File: config.mk
export PLATFORM = sky130hd
export DESIGN_NAME = dmem_port_arbiter
export DESIGN_NICKNAME = d
export VERILOG_FILES = /design/src/rtl/dmem_arb_pkg.sv /design/src/rtl/dmem_dump_engine.sv /design/src/rtl/dmem_port_arbiter.sv
export SDC_FILE = /design/constraint.sdc
export NUM_CORES = 1
export LEC_CHECK = 0
export ABC_AREA = 1
export CAP_MARGIN = 25
export CORE_UTILIZATION = 35
export DETAILED_ROUTE_END_ITERATION = 8
export PLACE_DENSITY = 0.71
export SKIP_CTS_REPAIR_TIMING = 1
export SYNTH_ARGS = -nofsm -noshare
export SYNTH_HDL_FRONTEND = slang
export SYNTH_SLANG_ARGS = --single-unit
File: constraint.sdc
create_clock -name Clk -period 3.1 [get_ports Clk]
set_input_delay 0.62 -clock Clk [delete_from_list [all_inputs] [get_ports Clk]]
set_output_delay 0.62 -clock Clk [all_outputs]
set_load 0.02 [all_outputs]
File: src/rtl/dmem_arb_pkg.sv
// Shared encodings for the data-memory port arbiter: FSM states and memory-mux source select.
package dmem_arb_pkg;

  typedef enum logic [1:0] {
    ST_IDLE  = 2'd0,
    ST_CLEAR = 2'd1,
    ST_DUMP  = 2'd2
  } arb_state_e;

  typedef enum logic [1:0] {
    SRC_NONE = 2'd0,
    SRC_CPU  = 2'd1,
    SRC_CLR  = 2'd2,
    SRC_DBG  = 2'd3
  } mem_src_e;

endpackage

File: src/rtl/dmem_dump_engine.sv
// Debug dump burst engine: fetch pointer, remaining count, registered output with valid/ready.
// Optional running checksum of accepted words when DMEM_ARB_DUMP_CHECKSUM_EN is defined.
module dmem_dump_engine
  import dmem_arb_pkg::*;
#(
  parameter int addr_bus  = 11,
  parameter int data_size = 16
) (
  input  logic                 clk,
  input  logic                 rst,
  input  logic                 start,
  input  logic                 active,
  input  logic                 cpu_req,
  input  logic [addr_bus-1:0]  base,
  input  logic [addr_bus:0]    len,
  input  logic [data_size-1:0] mem_rdata,
  input  logic                 dbg_ready,
  output logic                 fetch,
  output logic [addr_bus-1:0]  fetch_addr,
  output logic [data_size-1:0] dbg_data,
  output logic                 dbg_valid,
  output logic                 dbg_done,
  output logic                 last_acc
`ifdef DMEM_ARB_DUMP_CHECKSUM_EN
  , output logic [data_size-1:0] dbg_checksum
`endif
);

  logic [addr_bus-1:0]  ptr_q, ptr_d;
  logic [addr_bus:0]    rem_q, rem_d;
  logic [data_size-1:0] data_q, data_d;
  logic                 valid_q, valid_d;
  logic                 done_q, done_d;
  logic                 accept;

  assign accept     = valid_q && dbg_ready;
  // The CPU owns the port whenever it requests; the output register must be free to refill.
  assign fetch      = active && !cpu_req && (rem_q != '0) && (!valid_q || dbg_ready);
  assign last_acc   = active && accept && (rem_q == '0);
  assign fetch_addr = ptr_q;
  assign dbg_data   = data_q;
  assign dbg_valid  = valid_q;
  assign dbg_done   = done_q;

  always_comb begin
    ptr_d   = ptr_q;
    rem_d   = rem_q;
    data_d  = data_q;
    valid_d = valid_q;
    done_d  = (start && (len == '0)) || last_acc;
    if (start) begin
      ptr_d = base;
      rem_d = len;
    end
    if (fetch) begin
      ptr_d   = ptr_q + 1'b1;
      rem_d   = rem_q - 1'b1;
      data_d  = mem_rdata;
      valid_d = 1'b1;
    end else if (accept) begin
      valid_d = 1'b0;
    end
  end

  always_ff @(posedge clk) begin
    if (rst) begin
      ptr_q   <= '0;
      rem_q   <= '0;
      data_q  <= '0;
      valid_q <= 1'b0;
      done_q  <= 1'b0;
    end else begin
      ptr_q   <= ptr_d;
      rem_q   <= rem_d;
      data_q  <= data_d;
      valid_q <= valid_d;
      done_q  <= done_d;
    end
  end

`ifdef DMEM_ARB_DUMP_CHECKSUM_EN
  logic [data_size-1:0] sum_q, sum_d;

  always_comb begin
    sum_d = sum_q;
    if (start)       sum_d = '0;
    else if (accept) sum_d = sum_q + data_q;
  end

  always_ff @(posedge clk) begin
    if (rst) sum_q <= '0;
    else     sum_q <= sum_d;
  end

  assign dbg_checksum = sum_q;
`endif

endmodule

File: src/rtl/dmem_port_arbiter.sv
// Single-port data memory arbiter: CPU access, sequential clear engine and debug dump path.
// Define DMEM_ARB_DUMP_CHECKSUM_EN to add the Dbg_Checksum output.
module dmem_port_arbiter
  import dmem_arb_pkg::*;
#(
  parameter int addr_bus  = 11,
  parameter int data_size = 16
) (
  input  logic                 Clk,
  input  logic                 Reset,
  input  logic                 Cpu_Req,
  input  logic                 Cpu_Wr,
  input  logic [addr_bus-1:0]  Cpu_Addr,
  input  logic [data_size-1:0] Cpu_Wdata,
  output logic                 Cpu_Ack,
  output logic [data_size-1:0] Cpu_Rdata,
  input  logic                 Clr_Start,
  output logic                 Clr_Busy,
  input  logic                 Dbg_Start,
  input  logic [addr_bus-1:0]  Dbg_Base,
  input  logic [addr_bus:0]    Dbg_Len,
  output logic [data_size-1:0] Dbg_Data,
  output logic                 Dbg_Valid,
  input  logic                 Dbg_Ready,
  output logic                 Dbg_Done,
  output logic                 Mem_Rd,
  output logic                 Mem_Wr,
  output logic [addr_bus-1:0]  Mem_Addr,
  output logic [data_size-1:0] Mem_Wdata,
  input  logic [data_size-1:0] Mem_Rdata
`ifdef DMEM_ARB_DUMP_CHECKSUM_EN
  , output logic [data_size-1:0] Dbg_Checksum
`endif
);

  arb_state_e          state_q, state_d;
  logic [addr_bus-1:0] clr_cnt_q, clr_cnt_d;
  mem_src_e            sel;
  logic                dbg_start_ok;
  logic                fetch, last_acc;
  logic [addr_bus-1:0] fetch_addr;

  // Clear wins over a coincident dump start, which is then dropped.
  assign dbg_start_ok = (state_q == ST_IDLE) && Dbg_Start && !Clr_Start;
  assign Clr_Busy     = (state_q == ST_CLEAR);

  always_comb begin
    state_d   = state_q;
    clr_cnt_d = clr_cnt_q;
    case (state_q)
      ST_IDLE: begin
        if (Clr_Start)                         state_d = ST_CLEAR;
        else if (Dbg_Start && Dbg_Len != '0)   state_d = ST_DUMP;
      end
      ST_CLEAR: begin
        clr_cnt_d = clr_cnt_q + 1'b1;
        if (clr_cnt_q == '1) state_d = ST_IDLE;
      end
      ST_DUMP: begin
        if (last_acc) state_d = ST_IDLE;
      end
      default: state_d = ST_IDLE;
    endcase
  end

  always_ff @(posedge Clk) begin
    if (Reset) begin
      state_q   <= ST_IDLE;
      clr_cnt_q <= '0;
    end else begin
      state_q   <= state_d;
      clr_cnt_q <= clr_cnt_d;
    end
  end

  // Strobes are gated by Reset so an aborted clear does not write its current address.
  always_comb begin
    sel = SRC_NONE;
    if (Reset)                      sel = SRC_NONE;
    else if (state_q == ST_CLEAR)   sel = SRC_CLR;
    else if (Cpu_Req)               sel = SRC_CPU;
    else if (fetch)                 sel = SRC_DBG;
  end

  always_comb begin
    Mem_Rd    = 1'b0;
    Mem_Wr    = 1'b0;
    Mem_Addr  = '0;
    Mem_Wdata = '0;
    case (sel)
      SRC_CPU: begin
        Mem_Rd    = !Cpu_Wr;
        Mem_Wr    = Cpu_Wr;
        Mem_Addr  = Cpu_Addr;
        Mem_Wdata = Cpu_Wdata;
      end
      SRC_CLR: begin
        Mem_Wr   = 1'b1;
        Mem_Addr = clr_cnt_q;
      end
      SRC_DBG: begin
        Mem_Rd   = 1'b1;
        Mem_Addr = fetch_addr;
      end
      default: ;
    endcase
  end

  assign Cpu_Ack   = (sel == SRC_CPU);
  assign Cpu_Rdata = (Cpu_Ack && !Cpu_Wr) ? Mem_Rdata : '0;

  dmem_dump_engine #(
    .addr_bus  (addr_bus),
    .data_size (data_size)
  ) u_dump (
    .clk        (Clk),
    .rst        (Reset),
    .start      (dbg_start_ok),
    .active     (state_q == ST_DUMP),
    .cpu_req    (Cpu_Req),
    .base       (Dbg_Base),
    .len        (Dbg_Len),
    .mem_rdata  (Mem_Rdata),
    .dbg_ready  (Dbg_Ready),
    .fetch      (fetch),
    .fetch_addr (fetch_addr),
    .dbg_data   (Dbg_Data),
    .dbg_valid  (Dbg_Valid),
    .dbg_done   (Dbg_Done),
    .last_acc   (last_acc)
`ifdef DMEM_ARB_DUMP_CHECKSUM_EN
    , .dbg_checksum (Dbg_Checksum)
`endif
  );

endmodule

Yosys cells after proc, flatten, opt, wreduce, memory -nomap -nowiden
Index checks and enable logic that the tools add are counted.
{"block": "totals", "reg_bits": 54, "output_inout_bits": 65, "input_bits": 73, "word_cells": 64}
{"block": "op_classes", "eq_ne": 9, "n_reduce_logical": 25, "n_mux": 20, "addsub": 3}
{"op": "$pmux W11 S3", "count": 1}
{"op": "$mux W16", "count": 2}
{"op": "$logic_not A12 Y1", "count": 2}
{"op": "$mux W12", "count": 2}
{"op": "$reduce_bool A12 Y1", "count": 2}
{"op": "$add A11 B1 Y11 const B", "count": 2}
{"op": "$mux W11", "count": 2}
{"op": "$mux W2", "count": 8}
{"op": "$sub A12 B1 Y12 const B", "count": 1}
{"op": "$eq A11 B11 Y1 const B", "count": 1}
{"op": "$logic_and A1 B1 Y1", "count": 11}
{"op": "$eq A2 B2 Y1 const B", "count": 3}
{"op": "$pmux W2 S3", "count": 1}
{"op": "$eq A2 B1 Y1 const B", "count": 2}
{"op": "$logic_not A1 Y1", "count": 4}
{"op": "$pmux W1 S2", "count": 2}
{"op": "$reduce_bool A2 Y1", "count": 2}
{"op": "$ne A3 B2 Y1 const B", "count": 1}
{"op": "$reduce_and A3 Y1", "count": 1}
{"op": "$logic_not A2 Y1", "count": 1}
{"op": "$logic_or A1 B1 Y1", "count": 2}
{"op": "$mux W1", "count": 2}
{"op": "$ne A2 B1 Y1 const B", "count": 1}
{"op": "$ne A2 B2 Y1 const B", "count": 1}

Logic depth before layout (Yosys ltp)
{"block": "depth", "ltp_word": 11, "depth_mapped": 16, "ltp_nobuf": 14}

By module
From an unflattened synthesis, not the netlist that was laid out.
{"block": "unflattened", "hier_cells": 620, "area_unflattened_um2": 3643.5}
{"module": "dmem_dump_engine", "area_each_um2": 2296.0, "cells_each": 360, "seq_area_each_um2": 820.8, "n_inst": 1}
{"module": "dmem_port_arbiter", "area_each_um2": 1347.5, "cells_each": 260, "seq_area_each_um2": 260.2, "n_inst": 1}

Worst setup path after synthesis
OpenSTA, ideal clock, no wires.
{"block": "synth_timing", "path_type": "input port to output port", "startpoint": "input port Dbg_Ready", "endpoint": "output port Mem_Wdata[10]", "arrival_time_ns": 2.609, "cell_stages": 12, "required_time_ns": 2.480, "path_buffers": 4, "path_slack_ns": -0.129, "cell_sequence": "or2_1 > buf_1 > nand3_4 > buf_6 > nand2_1 > nand3_2 > inv_1 > ha_1 > clkbuf_1 > buf_1 > nand2_1 > inv_1"}
{"block": "synth_via", "elab_chain_cells": 8}
{"element": "from (decl)", "line": "dmem_port_arbiter.sv:24", "source": "input logic Dbg_Ready,"}
{"element": "$logic_or A1 B1 Y1", "line": "dmem_dump_engine.sv:38", "source": "assign fetch = active && !cpu_req && (rem_q != '0) && (!valid_q || dbg_ready);"}
{"element": "$logic_and A1 B1 Y1", "line": "dmem_dump_engine.sv:38"}
{"element": "$mux W2", "line": "dmem_port_arbiter.sv:82", "source": "else if (fetch) sel = SRC_DBG;"}
{"element": "$mux W2", "line": "dmem_port_arbiter.sv:81", "source": "else if (Cpu_Req) sel = SRC_CPU;"}
{"element": "$mux W2", "line": "dmem_port_arbiter.sv:80", "source": "else if (state_q == ST_CLEAR) sel = SRC_CLR;"}
{"element": "$mux W2", "line": "dmem_port_arbiter.sv:79", "source": "if (Reset) sel = SRC_NONE;"}
{"element": "$eq A2 B1 Y1"}
{"element": "named net Cpu_Ack", "line": "dmem_port_arbiter.sv:15", "source": "output logic Cpu_Ack,"}
{"element": "$mux W16", "line": "dmem_port_arbiter.sv:90", "source": "case (sel)"}
{"element": "to (decl)", "line": "dmem_port_arbiter.sv:29", "source": "output logic [data_size-1:0] Mem_Wdata,"}
The timed path passes the listed nets, and every way through them passes these cells.

Final worst setup path
{"block": "layout_timing", "startpoint": "input port Dbg_Ready", "endpoint": "output port Mem_Rd"}
{"block": "layout_via", "elab_chain_cells": 8, "word_cells_on_any_way": 9, "cone_classes": "eq/ne: 2; mux: 5; reduce/logical: 2"}
{"element": "$logic_or A1 B1 Y1 *", "line": "dmem_dump_engine.sv:38"}
{"element": "$logic_and A1 B1 Y1 *", "line": "dmem_dump_engine.sv:38"}
{"element": "$mux W2 *", "line": "dmem_port_arbiter.sv:82"}
{"element": "$mux W2 *", "line": "dmem_port_arbiter.sv:81"}
{"element": "$mux W2 *", "line": "dmem_port_arbiter.sv:80"}
{"element": "$mux W2 *", "line": "dmem_port_arbiter.sv:79"}
{"element": "$eq A2 B2 Y1 or $eq A2 B1 Y1 (tied branches)", "line": "dmem_port_arbiter.sv:90"}
{"element": "$pmux W1 S2 *", "line": "dmem_port_arbiter.sv:90"}
{"element": "to (decl)", "line": "dmem_port_arbiter.sv:26", "source": "output logic Mem_Rd,"}
Every way passes the cells marked *; elsewhere a longest branch is shown, timed or not.

==> flow_summary.toml <==
[power]
p_per_area_mw_per_mm2 = 349
p_leak_nw = 2.90
vdd_drop_max_mv = 0.193

[die]
dieArea_sq_mm = 0.0107
die_w_um = 103
rows = 36
die_h_um = 103
io_pins = 138
core_area_sq_mm = 0.00986
start_util = 0.365

[synthesis]
synth_cell_types = 34
ys_seq_elements = 54
syn_avg_cell_area_sq_um = 6.20
ys_seq_area_frac = 0.301
async_reset_ff_frac = 0
ys.flop_type = "dfxtp_1"
synth_cells = 580
yosys.area.top_type_share = 0.301
yosys-top-cells-area = "dfxtp_1 30%, nand2_1 16%, inv_1 9.5%"
syn_nets = 660
yosysTopAreaCell = "dfxtp_1"
syn-cell-area_sq_mm = 0.00360
yosysWarnings = 0
synth_enable_flop_cells = 0

[placement]
hpwl_um = 8120
placed_area_sq_mm = 0.00520
gp_congestion = 0.833
dp_cells = 851
port_buffers = 137

[timing]
timing.slew.headroom = 0.457
tightestPinTransition_ps = 813
slew_violations = 0
finalClockSkew_ps = 8.92
hold_viol = 0
setup_viol = 0
min_period_over_period = 0.978
period_minus_slack_ps = 3030
max_freq_ghz = 0.330

[global_routing]
grt.total_usage = 0.199
gr-total-overflow = 0
grt_pass1_wl_um = 16900
antenna_found_initial = 0
grt_pass1_vias = 3810
grt_max_degree = 50

[routing]
wl_um = 10500
via_count = 3975
avgViaCountPerCell = 4.62
drt_iter0_drc = 127
routedWlPerCell_um = 12.3
ant_nets = 0
drc_errors = 0
drt_first_pass_iters = 4

[cells_and_area]
utilization = 0.538
num_antenna_cells = 0
syn_to_final_growth_pct = 47.6
drive_above_1_share = 0.124
fin_cells = 860
fin_area_sq_mm = 0.00531
mostFrequentLayoutCell = "nand2_1"
final_cell_mix = "157 x nand2_1, 91 x clkdlybuf4s50_1, 89 x inv_1, 58 x nor2_1, 54 x dfxtp_1"
fin_nets = 806

[critical_path]
crit_chain = "clkdlybuf4s50_1, or2_4, nand3_4, nand2_1, nand3_2, inv_4, ha_4, buf_12, a21oi_1, nor2_1, dlymetal6s2s_1"
cp_max_fo = 14
cpMaxStageDelayCell = "clkdlybuf4s50_1"
arrival_ps = 2410
worstSetupStartpointType = "input port"
critPathMaxStageDelay_ps = 430
end_kind = "primary output"
critPathKind = "in2out"
crit_required_ps = 2480

[cts]
numCtsBuffers = 5
htree_levels = 2
cts_root_buffer = "clkbuf_8"
clk_pin_slew_ps = 90
cts_tree = "built"
cts.path.max_buffers = 2
clock_latency_ps = 300
cts.sinks = 54

[min_path]
hp-class = "reg2reg"

[job]
maxCapViolCount = 0

[run_status]
status = "completed"
## per-stage QoR
stage / setup TNS, ps / worst slack, ps / hold WS [ps] / total power, W
2_1_floorplan: -310 / -32.6 / 406 / 0.00112
3_3_place_gp: -16140 / -394 / 418 / 0.00138
3_5_place_dp: -18970 / -481 / 421 / 0.00140
4_1_cts: -19440 / -488 / 435 / 0.00187
5_1_grt: -57.8 / -19.4 / 472 / 0.00197
6_report: 0 / 69.5 / 429 / 0.00185
## path summary, 6_finish.rpt
path | start | to | slack [ps] | cells past startpoint
setup / recovery | Dbg_Ready | Mem_Rd | 70 | 11
hold / removal | u_dump.rem_q[0] | u_dump.rem_q[0] | 430 | 1
setup reg to reg | u_dump.rem_q[1] | u_dump.rem_q[8] | 1200 | 12
hold reg to reg | u_dump.rem_q[0] | u_dump.rem_q[0] | 430 | 1
## layer usage
| layer | up-vias | routed length [um] | GRT usage |
|---|---|---|---|
| met4 | 0 | 58 | 0.0509 |
| met1 | 1782 | 4670 | 0.253 |
| li1 | 2096 | - | - |
| met5 | - | 0 | 0 |
| met2 | 93 | 5120 | 0.336 |
| met3 | 4 | 690 | 0.0504 |
## synth_stat cells (6+ instances only)
library cell,n
nand4_1,6
nor3_1,6
dfxtp_1,54
clkbuf_1,11
xor2_1,7
o21ai_0,7
a21oi_1,44
nor2_1,59
o21ai_1,32
inv_1,91
ha_1,7
nand2_1,157
xnor2_1,6
nand3_1,46
## cells by family after synthesis
logic type      count (synthesis)  share of synthesized area
simple gates                  297                      0.366
compound gates                 90                      0.131
xor+xnor                       13                     0.0317
buf+inv                       119                      0.146
fa+ha+maj                       7                     0.0244
flops                          54                      0.301
## critical path, delay by kind of cell
kind                     cells  cell delay, ps
AND/OR/NAND/NOR              5             620
adder cells (fa/ha/maj)      1             170
buffers and inverters        4             840
AO/OA/AOI/OAI                1             150
## sequential cells by signal (all words and copies together) (netlist names)
| name | cells |
|---|---|
| u_dump.dbg_data | 16 |
| u_dump.rem_q | 12 |
| u_dump.dbg_valid | 1 |
| u_dump.dbg_done | 1 |
| u_dump.fetch_addr | 11 |
| state_q | 2 |
| clr_cnt_q | 11 |
## power by group
| group | leakage [nW] | switching, W | internal, W | total, W |
|---|---|---|---|---|
| clock network | 0.0514 | 0.000232 | 0.000241 | 0.000474 |
| logic | 2.41 | 0.000319 | 0.000291 | 0.000611 |
| registers | 0.439 | 0.0000377 | 0.000731 | 0.000768 |
| total | 2.90 | 0.000589 | 0.00126 | 0.00185 |
## final cells by class
class / count / area, sq um
clock inverters: 2 / 37.5
inverters: 92 / 350
flip-flops and latches: 54 / 1080
clock buffers: 6 / 72.6
multi-input cells: 407 / 2030
repair buffers: 166 / 1570
fillers: 958 / 4560
well taps: 133 / 166
No activity file was read; power rests on OpenSTA's default activity.
